## src/rtl/inst_fetch_unit.sv

```systemverilog
`timescale 1ns/1ps
// Instruction fetch unit: owns the PC, keeps at most one imem read in flight, hands words to the decoder.
// Optional build macro IFU_PERF_EN adds perf_fetch_cnt / perf_stall_cnt outputs.
//
// state | meaning
// REQ   | presenting a read of pc to instruction memory
// WAIT  | read accepted, waiting for the response
// HOLD  | instruction presented to the decoder
// STOP  | halted or faulted, no requests issued
module inst_fetch_unit #(
  parameter int                    ADDR_WIDTH = 64,
  parameter int                    INST_WIDTH = 32,
  parameter logic [ADDR_WIDTH-1:0] PC_RESET   = 64'h8000_0000
) (
  input  logic                  clk,
  input  logic                  rst_n,
  input  logic                  redirect_valid,
  input  logic [ADDR_WIDTH-1:0] redirect_pc,
  input  logic                  halt,
  output logic                  imem_req_valid,
  input  logic                  imem_req_ready,
  output logic [ADDR_WIDTH-1:0] imem_req_addr,
  input  logic                  imem_resp_valid,
  input  logic [INST_WIDTH-1:0] imem_resp_data,
  output logic                  inst_valid,
  input  logic                  inst_ready,
  output logic [INST_WIDTH-1:0] inst,
  output logic [ADDR_WIDTH-1:0] inst_pc,
  output logic                  fetch_fault
`ifdef IFU_PERF_EN
  ,
  output logic [63:0]           perf_fetch_cnt,
  output logic [63:0]           perf_stall_cnt
`endif
);

  localparam logic [1:0] REQ  = 2'd0;
  localparam logic [1:0] WAIT = 2'd1;
  localparam logic [1:0] HOLD = 2'd2;
  localparam logic [1:0] STOP = 2'd3;

  logic [1:0]            state_q, state_d;
  logic [ADDR_WIDTH-1:0] pc_q, pc_d;
  logic [INST_WIDTH-1:0] inst_q, inst_d;
  logic [ADDR_WIDTH-1:0] inst_pc_q, inst_pc_d;
  logic                  kill_q, kill_d;
  logic                  fault_q, fault_d;
  logic                  live_q;

  logic req_fire, hs, misalign;

  // live_q keeps the request low while reset is held and for the release cycle
  assign imem_req_valid = live_q & (state_q == REQ) & ~halt;
  assign imem_req_addr  = pc_q;
  assign inst_valid     = (state_q == HOLD);
  assign inst           = inst_q;
  assign inst_pc        = inst_pc_q;
  assign fetch_fault    = fault_q;

  assign req_fire = imem_req_valid & imem_req_ready;
  assign hs       = inst_valid & inst_ready;
  assign misalign = (redirect_pc[1:0] != 2'b00);

  always_comb begin
    state_d   = state_q;
    pc_d      = pc_q;
    inst_d    = inst_q;
    inst_pc_d = inst_pc_q;
    kill_d    = kill_q;
    fault_d   = fault_q;
    case (state_q)
      REQ: begin
        if (redirect_valid && misalign) begin
          fault_d = 1'b1;
          kill_d  = req_fire;
          state_d = STOP;
        end else if (redirect_valid) begin
          pc_d = redirect_pc;
          if (req_fire) begin
            kill_d  = 1'b1;
            state_d = WAIT;
          end else if (halt) begin
            state_d = STOP;
          end
        end else if (req_fire) begin
          state_d = WAIT;
        end else if (halt) begin
          state_d = STOP;
        end
      end
      WAIT: begin
        if (redirect_valid && misalign) begin
          fault_d = 1'b1;
          kill_d  = ~imem_resp_valid;
          state_d = STOP;
        end else if (redirect_valid) begin
          pc_d = redirect_pc;
          if (imem_resp_valid) begin
            kill_d  = 1'b0;
            state_d = REQ;
          end else begin
            kill_d = 1'b1;
          end
        end else if (imem_resp_valid) begin
          if (kill_q) begin
            kill_d  = 1'b0;
            state_d = REQ;
          end else begin
            inst_d    = imem_resp_data;
            inst_pc_d = pc_q;
            state_d   = HOLD;
          end
        end
      end
      HOLD: begin
        if (redirect_valid && misalign) begin
          fault_d = 1'b1;
          state_d = STOP;
        end else if (redirect_valid) begin
          pc_d    = redirect_pc;
          state_d = REQ;
        end else if (hs) begin
          pc_d    = pc_q + ADDR_WIDTH'(4);
          state_d = halt ? STOP : REQ;
        end
      end
      default: begin
        // a read killed by a faulting redirect may still land here
        if (imem_resp_valid) kill_d = 1'b0;
        if (redirect_valid && !halt && !fault_q) begin
          if (misalign) begin
            fault_d = 1'b1;
          end else begin
            pc_d    = redirect_pc;
            state_d = REQ;
          end
        end
      end
    endcase
  end

  always_ff @(posedge clk or negedge rst_n) begin
    if (!rst_n) begin
      state_q   <= REQ;
      pc_q      <= PC_RESET;
      inst_q    <= '0;
      inst_pc_q <= '0;
      kill_q    <= 1'b0;
      fault_q   <= 1'b0;
      live_q    <= 1'b0;
    end else begin
      state_q   <= state_d;
      pc_q      <= pc_d;
      inst_q    <= inst_d;
      inst_pc_q <= inst_pc_d;
      kill_q    <= kill_d;
      fault_q   <= fault_d;
      live_q    <= 1'b1;
    end
  end

`ifdef IFU_PERF_EN
  logic [63:0] fetch_cnt_q, stall_cnt_q;
  logic        stall;

  assign stall = (state_q == REQ) | (state_q == WAIT) | ((state_q == HOLD) & ~inst_ready);

  always_ff @(posedge clk or negedge rst_n) begin
    if (!rst_n) begin
      fetch_cnt_q <= '0;
      stall_cnt_q <= '0;
    end else begin
      if (hs)    fetch_cnt_q <= fetch_cnt_q + 64'd1;
      if (stall) stall_cnt_q <= stall_cnt_q + 64'd1;
    end
  end

  assign perf_fetch_cnt = fetch_cnt_q;
  assign perf_stall_cnt = stall_cnt_q;
`endif

endmodule

```

## config.mk

```make
export PLATFORM = sky130hd
export DESIGN_NAME = inst_fetch_unit
export DESIGN_NICKNAME = d
export VERILOG_FILES = /design/src/rtl/inst_fetch_unit.sv
export SDC_FILE = /design/constraint.sdc
export NUM_CORES = 1
export LEC_CHECK = 0
export BUFFER_PORTS_ARGS = -buffer_cell sky130_fd_sc_hd__buf_4
export CAP_MARGIN = 25
export CORE_ASPECT_RATIO = 0.75
export CORE_UTILIZATION = 30
export CTS_CLUSTER_DIAMETER = 80
export DETAILED_ROUTE_END_ITERATION = 10
export PLACE_DENSITY = 0.48
export RECOVER_POWER = 25
export SYNTH_ARGS = -nofsm -noshare
export SYNTH_HDL_FRONTEND = slang
export SYNTH_SLANG_ARGS = --single-unit
export TNS_END_PERCENT = 30
```

## constraint.sdc

```tcl
create_clock -name clk -period 4.7 [get_ports clk]
set_input_delay 0.94 -clock clk [delete_from_list [all_inputs] [get_ports clk]]
set_output_delay 0.94 -clock clk [all_outputs]
set_load 0.02 [all_outputs]
```

Word-level counts from Yosys, hierarchy flattened
Index checks and enable logic that the tools add are counted.
{ "word_totals": {"regBits": 165, "input_bits": 103, "wordCells": 85} }
{ "classes": {"addsub": 1, "eq_ne": 14, "muxes": 35, "n_bitwise": 10, "n_reduce_logical": 18} }
{ "ops": {"columns": ["cell", "n"], "rows": [
  ["two-way mux 64 bit", 7],
  ["one-hot mux 64 bit (2 select lines)", 1],
  ["adder 64 x 3 -> 64 bit, second input constant", 1],
  ["two-way mux 2 bit", 14],
  ["two-way mux 1 bit", 11],
  ["AND reduction 5 bit", 2],
  ["!= test 3 x 2 -> 1 bit, second input constant", 3],
  ["!= test 4 x 2 -> 1 bit, second input constant", 2],
  ["!= test 3 bit, second input constant", 2],
  ["NOT 1 bit", 6],
  ["one-hot mux 2 bit (3 select lines)", 1],
  ["AND reduction 3 bit", 2],
  ["AND reduction 6 bit", 1],
  ["nonzero test 2 bit", 3],
  ["AND 1 bit", 4],
  ["!= test 2 x 1 -> 1 bit, second input constant", 2],
  ["!= test 2 bit, second input constant", 2],
  ["!= test 4 x 3 -> 1 bit, second input constant", 1],
  ["nonzero test 4 bit", 1],
  ["logical AND 1 bit", 3],
  ["one-hot mux 1 bit (3 select lines)", 1],
  ["nonzero test 3 bit", 1],
  ["OR reduction 3 bit", 1],
  ["== test 2 x 1 -> 1 bit, second input constant", 1],
  ["4 further kinds", 5]
]} }

Logic depth before layout (Yosys ltp)
{ "depth": {"depth_word": 8, "ltp_mapped": 8, "ltp_nobuf": 7} }

Least setup slack after synthesis
OpenSTA, ideal clock, no wires.
{ "synth_path": {"path_type": "input to output", "start": "in halt", "end": "out imem_req_valid", "arrival_ns": 1.762, "setup_slack_ns": 1.998, "cell_stages": 1, "n_path_buf": 0, "path_cell_list": "nor4b_1"} }
{ "synth_between": {"elab_chain_cells": 2} }
{ "synth_lines": {"columns": ["element", "line", "text"], "rows": [
  ["from (decl)", "19", "input logic halt,"],
  ["NOT 1 bit", "53", "assign imem_req_valid = live_q & (state_q == REQ) & ~halt;"],
  ["AND 1 bit", "53", null],
  ["to (decl)", "20", "output logic imem_req_valid,"]
]} }
No other way between the ends.

==> metrics.txt <==
outcome finished with violations; violated checks capacitance limit, slew limit; Hold Crit Class flop to flop; Die Footprint 0.0273 sq mm; critical-path maximum fanout 104; leading area contributor after synthesis dfrtp_1; slew at the pin closest to its max-slew limit roughly 2.8 ns; Comb pwr share 45.3%; Detail Placement HPWL 18200 um; Seq pwr share between 30% and 40%; Synth top area share 51.4%; clock latency at the later pin of the worst-skew pair 0.43 ns; IO Count between 200 and 300; WS Path Type input port to async pin; final worst path period share 63.8%; PostCTS Resize Cnt 0; Num CTS Buffers 17; sequential share of the synthesized area 51.7%; Bufs and invs on worst path 1; WP data required ~4.6 ns; startpoint types input port; Clock Skew 0.00840 ns; internal power between 0.004 and 0.005 W; top_reg_cell synth dfrtp_1; Worst path top cell family by delay buffers and inverters; Placer Congestion around 0.77; RSZ-0062 raised after global routing false; H-tree depth 4; row count 51; Clock Tree Root clkbuf_16; Post-CTS Hold Fix Bufs 0; CTS clk-pin slew, worst paths 0.07 ns; CP Capture Type async pin; fin crit period 3.00 ns; IO buf count between 200 and 300; setup_tns 0 ns; Overall Power 0.00783 W; commonest cells in the netlist dfrtp_1 (164), mux2_2 (93), a21oi_1 (71), nand2_1 (63), o21ai_0 (47); routed vias 7096; layout cells sized above 1 40.6%; Die H 143 um; hold slack final 0.483 ns; remaining global-route overflow 0; global-route wire length before repair roughly 40000 um; Mapped Cells about 760; #FFs+latches synth 165; final hold vios 0; Avg Cell Area, Syn 10.5 sq um; DRT antenna net count 0; P per Cell Area 716 mW/mm^2; Post-synth EDFFs 0; post-layout net count roughly 1100; vias in the first global route ~6700; routed len/inst 18.7 um; vias per cell 5.19; Layout Cells excl Fill ~1400; Post-Synthesis Cell Area 0.00798 sq mm; die width roughly 190 um; initial antenna violation count 1; MaxCap Viol Count 1; Achievable Freq ~330 MHz; count leader, synth dfrtp_1; first-pass iteration count of the detailed router 5; maximum clock insertion buffer count 2; Final setup violation count 0; Final Max Tran Viols 104; total track usage 19.1%; initial core utilization 30.7%; Critical Path AT 2.94 ns; maximum VDD drop 0.000365 V; Netlist cell types 56; largest net degree at the start of global routing approximately 110; largest stage delay on the critical path 1.86 ns; synth top area cells dfrtp_1 (51%), mux2_2 (13%), a21oi_1 (4.5%); clock power share roughly a fifth; Placed Cells 1334; Post-Syn Nets 866; routed wire length 25600 um; P_sw 0.00326 W; clock sinks 165; synth warn 0; starting DRC count in detailed routing 508; pre-CTS WS 1.53 ns; post-CTS setup buffer count 0; P_leak 4.91 nW; Synth async-reset ratio 100%; Slew HR -83.8%; number of remaining DRC errors 0; Area Growth Syn to Fin 37.0%; Final Worst Setup Slack about 1.7 ns; critical path cell sequence clkbuf_2; Sw Share between 40% and 50%; TritonCTS clock tree built; Core Region between 0.02 and 0.03 sq mm; slowest cell on the critical path clkbuf_2
-- flip-flops by register name, indices dropped and copies added (netlist names) --
register / flops
fetch_fault: 1
kill_q: 1
state_q: 2
imem_req_addr: 64
inst_pc: 64
live_q: 1
inst: 32
-- power groups by stage --
stage	Clock, W	Combinational, W	Sequential, W
after floorplan	0	0.00132	0.00342
after global placement	0	0.00356	0.00283
after detailed placement	0	0.00357	0.00284
after CTS	0.00152	0.00358	0.00282
after global routing	0.00157	0.00384	0.00294
final	0.00147	0.00355	0.00281
-- worst register-to-register path, cell delays in order (launching register included) --
cell and delay, ns:
dfrtp_1 0.52, and4_4 0.32, nand4_2 0.35, nor3_2 0.67
nand3_1 0.37, o22a_1 0.25, o22a_1 0.17
-- cells by family (layout without fill, tap and decap cells) --
family / count (synthesis) / after routing / share of synthesized area (%)
simple gates: 249 / 249 / 16.8
fa+ha+maj: 1 / 1 / 0.157
compound gates: 199 / 199 / 15.2
buf+inv: 53 / 313 / 2.77
flops: 165 / 165 / 51.7
other cells: 1 / 2 / 0.0470
mux: 94 / 94 / 13.2
-- per-layer routing --
layer / vias up / GRT usage [%] / part of all wire [%]
met5: - / 0 / 0
met1: 3492 / 28.7 / 50
li1: 3352 / - / -
met4: 0 / 4.46 / 0.78
met2: 233 / 26.7 / 42
met3: 19 / 5.09 / 7.4
-- worst paths after layout --
kind                       slack [ns]                end             start  cells past startpoint
hold reg to reg                  0.48        inst_pc[62]       inst_pc[62]                      2
setup reg to reg                 1.94  imem_req_addr[45]  imem_req_addr[7]                      6
max in group clk                 1.94  imem_req_addr[45]  imem_req_addr[7]                      6
setup / recovery                 1.70   imem_req_addr[9]             rst_n                      1
hold / removal                   0.48        inst_pc[62]       inst_pc[62]                      2
min in group asynchronous        1.34        inst_pc[44]             rst_n                      1
-- cell usage in the layout, fill, tap and decap left out, types with 17 or more instances in the layout --
cell type,n
nand2_1,63
nand4_1,20
and3_1,17
nand3_1,29
clkbuf_16,17
nor2_1,45
o21ai_0,47
a21oi_1,71
dfrtp_1,164
mux2_2,93
buf_4,273
-- through the flow --
step | utilization [%] | cell area (sq um)
floorplan | - | 7980
global placement | 39.7 | 10300
detailed placement | 39.7 | 10300
CTS | 42.0 | 10900
global route | 42.0 | 10900
finish | 42.0 | 10900
-- final cells by class --
cell class	count	area [sq um]
inverters	5	18.8
flip-flops and latches	165	4130
well taps	344	430
fillers	2613	15100
clock inverters	10	146
multi-input cells	544	3660
repair buffers	276	2080
diodes	1	2.50
clock buffers	22	464
Note: power is estimated with default switching activity, not from simulation.
